`config.mk`:
```
export PLATFORM = sky130hd
export DESIGN_NAME = rr_slave_port_mux
export DESIGN_NICKNAME = d
export VERILOG_FILES = /design/src/rtl/xbar_pkg.sv /design/src/rtl/rr_arbiter.sv /design/src/rtl/rr_slave_port_mux.sv
export SDC_FILE = /design/constraint.sdc
export NUM_CORES = 1
export LEC_CHECK = 0
export CAP_MARGIN = 20
export CORE_MARGIN = 3
export CORE_UTILIZATION = 25
export DETAILED_ROUTE_END_ITERATION = 8
export DONT_BUFFER_PORTS = 1
export GPL_TIMING_DRIVEN = 0
export PLACE_DENSITY = 0.43
export SYNTH_ARGS = -nofsm -noshare
export SYNTH_HDL_FRONTEND = slang
export SYNTH_SLANG_ARGS = --single-unit
```
`constraint.sdc`:
```
create_clock -name clk -period 1.95 [get_ports clk]
set_clock_uncertainty 0.15 [all_clocks]
set_input_delay 0.585 -clock clk [delete_from_list [all_inputs] [get_ports clk]]
set_output_delay 0.585 -clock clk [all_outputs]
set_load 0.02 [all_outputs]
```
`src/rtl/xbar_pkg.sv`:
```
// rtl/xbar_pkg.sv - shared crossbar types, command encodings and round-robin pick helper
package xbar_pkg;

   typedef enum logic [1:0] {
      IDLE = 2'd0,
      BUSY = 2'd1,
      RESP = 2'd2
   } xbar_state_e;

   localparam logic CMD_READ  = 1'b0;
   localparam logic CMD_WRITE = 1'b1;

   localparam int RR_MAX   = 32;
   localparam int RR_IDX_W = $clog2(RR_MAX);

   typedef struct packed {
      logic                found;
      logic [RR_IDX_W-1:0] idx;
   } rr_pick_t;

   // First requester strictly after ptr with wrap-around; only the low 'masters' bits of req count.
   function automatic rr_pick_t rr_pick(input logic [RR_MAX-1:0]   req,
                                        input logic [RR_IDX_W-1:0] ptr,
                                        input int                  masters);
      rr_pick_t r;
      int       i;
      r = '0;
      for (int off = RR_MAX; off >= 1; off--) begin
         if (off <= masters) begin
            i = (int'(ptr) + off) % masters;
            if (req[RR_IDX_W'(i)]) begin
               r.found = 1'b1;
               r.idx   = RR_IDX_W'(i);
            end
         end
      end
      return r;
   endfunction

endpackage

```
`src/rtl/rr_arbiter.sv`:
```
// rtl/rr_arbiter.sv - combinational round-robin pick with a registered priority pointer
// The pointer only moves when the owner of a finished transaction is written back.
module rr_arbiter
   import xbar_pkg::*;
#(
   parameter  int MASTERS = 4,
   localparam int IDX_W   = $clog2(MASTERS)
) (
   input  logic               clk_i,
   input  logic               rst_ni,
   input  logic [MASTERS-1:0] req_i,
   input  logic               upd_en_i,
   input  logic [IDX_W-1:0]   upd_idx_i,
   output logic               found_o,
   output logic [IDX_W-1:0]   idx_o
);

   logic [IDX_W-1:0] ptr_q, ptr_d;
   rr_pick_t         pick;

   always_comb begin
      pick    = rr_pick(RR_MAX'(req_i), RR_IDX_W'(ptr_q), MASTERS);
      found_o = pick.found;
      idx_o   = IDX_W'(pick.idx);
      ptr_d   = upd_en_i ? upd_idx_i : ptr_q;
   end

   always_ff @(posedge clk_i or negedge rst_ni) begin
      if (!rst_ni) ptr_q <= IDX_W'(MASTERS - 1);
      else         ptr_q <= ptr_d;
   end

endmodule

```
`src/rtl/rr_slave_port_mux.sv`:
```
// rtl/rr_slave_port_mux.sv - N-master to 1-slave port with locked round-robin grant and ack timeout
// All outputs are registered; a transaction runs IDLE -> BUSY -> RESP.
module rr_slave_port_mux
   import xbar_pkg::*;
#(
   parameter  int MASTERS = 4,
   parameter  int N       = 32,
   parameter  int TIMEOUT = 0,
   localparam int IDX_W   = $clog2(MASTERS),
   localparam int TO_W    = $clog2(TIMEOUT + 1)
) (
   input  logic                 clk,
   input  logic                 rst,
   input  logic [MASTERS-1:0]   master_req,
   input  logic [MASTERS-1:0]   master_cmd,
   input  logic [MASTERS*N-1:0] master_addr,
   input  logic [MASTERS*N-1:0] master_wdata,
   output logic [MASTERS-1:0]   master_ack,
   output logic [MASTERS*N-1:0] master_rdata,
   output logic [MASTERS-1:0]   master_err,
   output logic                 slave_req,
   output logic [N-1:0]         slave_addr,
   output logic                 slave_cmd,
   output logic [N-1:0]         slave_wdata,
   input  logic                 slave_ack,
   input  logic [N-1:0]         slave_rdata,
   output logic [MASTERS-1:0]   grant
);

   localparam int CNT_W = (TO_W < 1) ? 1 : TO_W;

   xbar_state_e          state_q, state_d;
   logic [IDX_W-1:0]     gidx_q, gidx_d;
   logic [CNT_W-1:0]     cnt_q, cnt_d;
   logic                 slave_req_q, slave_req_d;
   logic                 slave_cmd_q, slave_cmd_d;
   logic [N-1:0]         slave_addr_q, slave_addr_d;
   logic [N-1:0]         slave_wdata_q, slave_wdata_d;
   logic [MASTERS-1:0]   grant_q, grant_d;
   logic [MASTERS-1:0]   ack_q, ack_d;
   logic [MASTERS-1:0]   err_q, err_d;
   logic [MASTERS*N-1:0] rdata_q, rdata_d;

   logic                 arb_found;
   logic [IDX_W-1:0]     arb_idx;
   logic                 arb_upd;
   logic                 timeout_hit;

   rr_arbiter #(.MASTERS(MASTERS)) u_arb (
      .clk_i     (clk),
      .rst_ni    (rst),
      .req_i     (master_req),
      .upd_en_i  (arb_upd),
      .upd_idx_i (gidx_q),
      .found_o   (arb_found),
      .idx_o     (arb_idx)
   );

   // cnt_q counts completed BUSY cycles, so TIMEOUT-1 marks the last one.
   assign timeout_hit = (TIMEOUT != 0) && (cnt_q == CNT_W'(TIMEOUT - 1));

   always_ff @(posedge clk or negedge rst) begin
      if (!rst) begin
         state_q       <= IDLE;
         gidx_q        <= '0;
         cnt_q         <= '0;
         slave_req_q   <= 1'b0;
         slave_cmd_q   <= 1'b0;
         slave_addr_q  <= '0;
         slave_wdata_q <= '0;
         grant_q       <= '0;
         ack_q         <= '0;
         err_q         <= '0;
         rdata_q       <= '0;
      end else begin
         state_q       <= state_d;
         gidx_q        <= gidx_d;
         cnt_q         <= cnt_d;
         slave_req_q   <= slave_req_d;
         slave_cmd_q   <= slave_cmd_d;
         slave_addr_q  <= slave_addr_d;
         slave_wdata_q <= slave_wdata_d;
         grant_q       <= grant_d;
         ack_q         <= ack_d;
         err_q         <= err_d;
         rdata_q       <= rdata_d;
      end
   end

   always_comb begin
      state_d = state_q;
      case (state_q)
         IDLE:    if (arb_found) state_d = BUSY;
         BUSY:    if (slave_ack || timeout_hit) state_d = RESP;
         RESP:    state_d = IDLE;
         default: state_d = IDLE;
      endcase
   end

   always_comb begin
      gidx_d        = gidx_q;
      cnt_d         = cnt_q;
      slave_req_d   = slave_req_q;
      slave_cmd_d   = slave_cmd_q;
      slave_addr_d  = slave_addr_q;
      slave_wdata_d = slave_wdata_q;
      grant_d       = grant_q;
      ack_d         = '0;
      err_d         = '0;
      rdata_d       = '0;
      arb_upd       = 1'b0;
      case (state_q)
         IDLE: begin
            if (arb_found) begin
               gidx_d        = arb_idx;
               cnt_d         = '0;
               slave_req_d   = 1'b1;
               slave_cmd_d   = master_cmd[arb_idx] ? CMD_WRITE : CMD_READ;
               slave_addr_d  = master_addr[int'(arb_idx)*N +: N];
               slave_wdata_d = master_wdata[int'(arb_idx)*N +: N];
               grant_d       = MASTERS'(1) << arb_idx;
            end
         end
         BUSY: begin
            if (slave_ack || timeout_hit) begin
               ack_d[gidx_q] = 1'b1;
               err_d[gidx_q] = !slave_ack;
               if (slave_ack) rdata_d[int'(gidx_q)*N +: N] = slave_rdata;
               slave_req_d   = 1'b0;
               slave_cmd_d   = CMD_READ;
               slave_addr_d  = '0;
               slave_wdata_d = '0;
               cnt_d         = '0;
               arb_upd       = 1'b1;
            end else begin
               cnt_d = cnt_q + 1'b1;
            end
         end
         RESP:    grant_d = '0;
         default: ;
      endcase
   end

   assign master_ack   = ack_q;
   assign master_err   = err_q;
   assign master_rdata = rdata_q;
   assign slave_req    = slave_req_q;
   assign slave_cmd    = slave_cmd_q;
   assign slave_addr   = slave_addr_q;
   assign slave_wdata  = slave_wdata_q;
   assign grant        = grant_q;

endmodule

```
* Word level (Yosys, flattened, before mapping)
Cells that the tools add are included. Widths: inputs -> output; s select.
Cells by class: $add $sub $neg 5, magnitude comparators 7, eq/ne operators 4, shifts and indexed selects 5, mux-type cells 44, bitwise logic cells 6, reduce and logical (&&, ||, !) cells 13
Operators by type and width (number):
- $mux 128 | 2
- $shiftx 128x8->32 | 2
- $and 128x128->128 | 1
- $pmux 32 s2 | 2
- $shift 32x33->128 const A | 1
- $shiftx 32x33->128 | 1
- $mux 32 | 3
- $neg 7->33 | 1
- $lt 3x7->1 const B | 4
- $mux 6 | 4
- $mux 4 | 5
- $mux 1 | 16
- $bmux 1 s3 | 4
- $pmux 4 s2 | 1
- $reduce_or 2->1 | 4
- $lt 2x3->1 const B | 2
- $reduce_and 2->1 | 3
- $add 2x1->2 const B | 2
- $add 2x2->2 const B | 2
- $and 1x1->1 const A | 4
- $and 4x4->4 | 1
- $mux 2 | 2
- $pmux 1 s2 | 2
- $pmux 2 s2 | 1
- 13 further kinds | 14
Storage, ports and cells: register bits after elaboration 212, bits of input ports 299, output and inout bits 206, word-level logic and storage cells 95

* Depth between registers and ports, before layout
depth after elaboration 15, mapped depth 7

* Cells and area by module
Synthesis repeated with hierarchy kept, for this count alone.
Unflattened totals: cell total of the unflattened synthesis 716, area total of the unflattened synthesis 8958.6 um2
Modules (own cells, without submodules):
- rr_slave_port_mux | instances 1, cells each 697, area an instance 8798.4 um2, seq. area each 5255.0 um2
- rr_arbiter | instances 1, cells each 19, area an instance 160.2 um2, seq. area each 52.6 um2

* Worst setup path before layout
No wires, ideal clock.
path kind input to register, start point input port master_req[2], end point register slave_addr_q[0] (netlist: slave_addr[0]), library setup time 0.132 ns, arrival 1.779 ns, required time 1.668 ns, setup slack -0.111 ns, stages 7, path through or2_2 > o221ai_1 > buf_2 > buf_6 > clkbuf_4 > mux2i_1 > o221ai_2
Between the ends: word-level cells in the longest chain between the ends 10, elaborated cells between the ends (all ways) 21, those cells by class eq/ne: 1; shift: 1; mux: 18; reduce/logical: 1
RTL lines:
- start, declared | line rr_slave_port_mux.sv:14 | input logic [MASTERS-1:0] master_req,
- $bmux 1 s3 | line xbar_pkg.sv:31 | if (req[RR_IDX_W'(i)]) begin
- $mux 1 (implied by the code) (2 in a row) | line xbar_pkg.sv:31
- $mux 6 (3 in a row) | line xbar_pkg.sv:31
- $mux 6 (*) | line xbar_pkg.sv:31
- $shiftx 128x8->32 | line rr_slave_port_mux.sv:119 | slave_addr_d = master_addr[int'(arb_idx)*N +: N];
- $mux 32 | line rr_slave_port_mux.sv:114 | if (arb_found) begin
- $pmux 32 s2 | line rr_slave_port_mux.sv:112 | case (state_q)
- end signal, assigned | line rr_slave_port_mux.sv:81 | slave_addr_q <= slave_addr_d;
- end, declared | line rr_slave_port_mux.sv:37 | logic [N-1:0] slave_addr_q, slave_addr_d;
Every way passes the cells marked *; elsewhere a longest branch is shown, timed or not. The select of a mux whose other input is x is not followed. A chain may end at the register's enable or synchronous reset.

* Worst setup path after layout
start point register u_arb.ptr_q[1], end point register slave_addr_q[31] (netlist: slave_addr[31])
Between the ends: word-level cells in the longest chain between the ends 13, elaborated cells between the ends (all ways) 33, those cells by class add/sub: 4; eq/ne: 1; shift: 1; mux: 18; bitwise: 4; reduce/logical: 5
RTL lines:
- start, declared | line rr_arbiter.sv:18 | logic [IDX_W-1:0] ptr_q, ptr_d;
- start signal, assigned | line rr_arbiter.sv:29 | if (!rst_ni) ptr_q <= IDX_W'(MASTERS - 1);
- start signal, assigned | line rr_arbiter.sv:30 | else ptr_q <= ptr_d;
- $add 2x1->2 | line xbar_pkg.sv:30 | i = (int'(ptr) + off) % masters;
- $reduce_or 2->1 (no line)
- $and 1x1->1 (no line)
- $bmux 1 s3 | line xbar_pkg.sv:31
- $mux 1 (implied by the code) (2 in a row) | line xbar_pkg.sv:31
- $mux 6 (3 in a row) | line xbar_pkg.sv:31
- $mux 6 (*) | line xbar_pkg.sv:31
- $shiftx 128x8->32 | line rr_slave_port_mux.sv:119
- $mux 32 | line rr_slave_port_mux.sv:114
- $pmux 32 s2 | line rr_slave_port_mux.sv:112
Marks and branches as above.

==> flow_summary_export.csv <==
group,metric,value,unit
min_path,hp-class,"in -> async",
global_routing,grt-ovfl-total,0,
cts,clock_latency,0.53,ns
cts,cts_buffers,25,
power_and_ir_drop,sequentialPowerShare,37.9,%
placed_design,gp_congestion,0.713,
cts,cts_buffer_depth,3,
placed_design,pre_cts_ws,-0.611,ns
logic_synthesis,synth_top_family_by_area,"multiplexers",
power_and_ir_drop,pwr-share-comb,35.4,%
global_routing,grt_pass1_vias,6879,
placed_design,dpl-instance-area,9940,um^2
power_and_ir_drop,peakVddDrop,0.672,mV
logic_synthesis,muxShareOfSynthArea,14.2,%
setup_path,start_kind,"register",
route,routed_wl,34500,um
logic_synthesis,ys_top_cells_by_area,"dfrtp_1 57%, mux2i_1 14%, and2_1 9.2%",
setup_path,crit_top_cell,"o221ai_2",
global_routing,grt_pass1_wl,47200,um
route,drc,0,
route,via_count,6047,
floorplanning,die_w,198,um
run_status,violations,"hold timing, setup timing",
power_and_ir_drop,p_clk_share,26.7,%
logic_synthesis,synth_seq_cells,212,
floorplanning,die_h,198,um
sta,setup_viol,56,
sta,fin_crit,2.06,ns
logic_synthesis,synthAdderAreaFrac,0.676,%
logic_synthesis,synth_area,9250,um^2
logic_synthesis,synth-simple-area-share,13.8,%
cts,clk_pin_slew_worst_paths,0.06,ns
final_layout,drive_gt1_share,31.2,%
power_and_ir_drop,switching_share,35.9,%
floorplanning,ioPinCount,505,
logic_synthesis,syn-instance-count,715,
cts,cts-root-buf,"clkbuf_16",
route,drtPass1Iterations,4,
power_and_ir_drop,power_density,1430,nW/um^2
sta,worst_slew_pin_slew,0.600,ns
setup_path,critPathMaxFanout,8,
setup_path,path_class,"reg -> reg",
global_routing,antenna_found_initial,1,
final_layout,final_common_cell,"dfrtp_1",
logic_synthesis,yosysSeqAreaShare,57.4,%
setup_path,crit_chain,"o21ai_2 -> o221ai_2 -> buf_6 -> buf_12 -> buf_16 -> mux2i_1 -> o221ai_2",
logic_synthesis,synth_top_area_share,56.8,%
setup_path,critical_path_buf_inv_count,3,
sta,grt_setup_unrepaired,"yes",
logic_synthesis,synth.avg_cell_area,12.9,um^2
cts,clkSinkCount,212,
setup_path,worst_path_max_delay_cell,"dfstp_2",
logic_synthesis,synth_cell_types,36,
sta,hold_slack,-0.402,ns
cts,tritoncts,"done",
route,via_per_inst,4.71,
placed_design,numPortBuffers,0,
sta,finalHoldViolations,212,
final_layout,final_area,12600,um^2
final_layout,fillers,3481,
sta,fin_crit_sh,106,%
floorplanning,initial_core_util,25.7,%
final_layout,layoutNonFillerInstCount,1283,
logic_synthesis,synth_compound_area_share,10.5,%
floorplanning,coreArea,36000,um^2
global_routing,track_usage,16.4,%
power_and_ir_drop,intPower,11500,uW
route,drt_iter0_drc,207,
final_layout,area_growth,35.8,%
global_routing,grt_max_degree,213,
floorplanning,num_rows,69,
logic_synthesis,synth_top_area_cell,"dfrtp_1",
final_layout,final_nets,1107,
cts,htreeDepth,1,
floorplanning,die-area,39300,um^2
setup_path,path_delay_family,"buffers and inverters",
run_status,status,"finished with violations",
sta,fmax,486,MHz
power_and_ir_drop,power.leakage,0.00561,uW
logic_synthesis,synth_xor_area_share,0,%
setup_path,crit_arrival,2.31,ns
logic_synthesis,ys.warnings.count,0,
route,wire_per_inst,26.9,um
sta,maxSlewHeadroom,59.7,%
sta,setup_ws,-0.109,ns
placed_design,dp_hpwl,24100,um
route,ant_nets,0,
power_and_ir_drop,p_sw,6430,uW
setup_path,crit_required,2.21,ns
job,cap_violations,0,
sta,setup_tns,-3.49,ns
final_layout,final_cell_mix,"209 x dfrtp_1, 136 x and2_1, 72 x mux2i_1",
placed_design,dp_cells,1179,
sta,finalMaxSlewViolations,0,
power_and_ir_drop,power,17900,uW
setup_path,cpPeakStageDelay,0.54,ns
setup_path,crit_path_end_kind,"register",
-- path summary, 6_finish.rpt --
| path | slack (ns) | start | endpoint | cells after the start |
|---|---|---|---|---|
| worst max-delay path | -0.11 | u_arb.ptr_q[1] | slave_addr[31] | 7 |
| worst min-delay path | -0.40 | rst | master_rdata[48] | 0 |
| worst max register to register | -0.11 | u_arb.ptr_q[1] | slave_addr[31] | 7 |
| worst min register to register | 0.34 | u_arb.ptr_q[0] | u_arb.ptr_q[0] | 2 |
| max in group asynchronous | 1.79 | rst | u_arb.ptr_q[1] | 0 |
| min in group clk | 0.03 | slave_rdata[27] | master_rdata[27] | 1 |
-- power groups by stage --
stage,clock network [uW],logic [uW],registers (uW)
2_1_floorplan,0,3220,6460
3_3_place_gp,0,4100,6930
3_5_place_dp,0,4140,6910
4_1_cts,4940,6020,6850
5_1_grt,5130,6740,6860
6_report,4780,6330,6790
-- repair_timing --
action	4_1_cts	5_1_grt
hold endpoints to repair	262	216
gates cloned	10	3
pin swaps	19	11
hold buffers	24	4
endpoints found under the setup margin	191	189
gates resized for setup	182	52
setup buffers	16	6
-- Yosys cell counts (all sizes together) --
master,count
a211o,1
a21boi,1
a21o,1
a21oi,2
a31oi,4
and2,136
and4,2
and4b,1
buf,26
clkbuf,24
conb,1
dfrtp,210
dfstp,2
ha,5
inv,5
mux2i,131
nand2,68
nand2b,2
nand3b,1
nor2,3
nor2b,3
nor3,3
nor3b,1
nor4,1
o21a,3
o21ai,3
o221ai,66
o31ai,5
or2,1
or3,2
or3b,1
-- per-stage QoR --
step	hold WS, ns	util [%]
after CTS	-0.432	33.9
after detailed placement	0.145	27.6
after global placement	0.146	27.6
after global routing	-0.442	34.9
final	-0.402	34.9
after floorplan	0.139	-
-- layout make-up --
| class | instances | area (um^2) | area share (%) |
|---|---|---|---|
| timing repair buffer | 62 | 806 | 6.42 |
| antenna | 1 | 2.50 | 0.0199 |
| inverter | 5 | 21.3 | 0.169 |
| clock inverter | 6 | 95.1 | 0.757 |
| tap | 461 | 577 | 4.59 |
| clock buffer | 39 | 748 | 5.96 |
| sequential | 212 | 5310 | 42.3 |
| buffer | 46 | 593 | 4.72 |
| multi-input combinational | 451 | 4410 | 35.1 |
-- sequential cells by signal (all words and copies together) (netlist names) --
name / count
slave_cmd: 1
master_ack: 4
slave_addr: 32
master_err: 4
master_rdata: 128
slave_req: 1
state_q: 2
slave_wdata: 32
u_arb.ptr_q: 2
grant: 4
gidx_q: 2
-- kinds of logic after synthesis --
logic type | count (synthesis)
buffers and inverters | 55
DFF | 212
AOI/OAI and AO/OA | 86
and+or+nand+nor | 225
other | 1
muxes | 131
adders and majority gates | 5
-- layer usage --
metal  up-vias  global-route usage, %  share of wire, %
met4         0                   4.85               3.0
met1      2988                   17.7                36
met3        40                   6.60               9.9
met2       308                   29.3                52
met5         -                      0                 0
li1       2711                      -                 -
No activity file was read; power rests on OpenSTA's default activity.
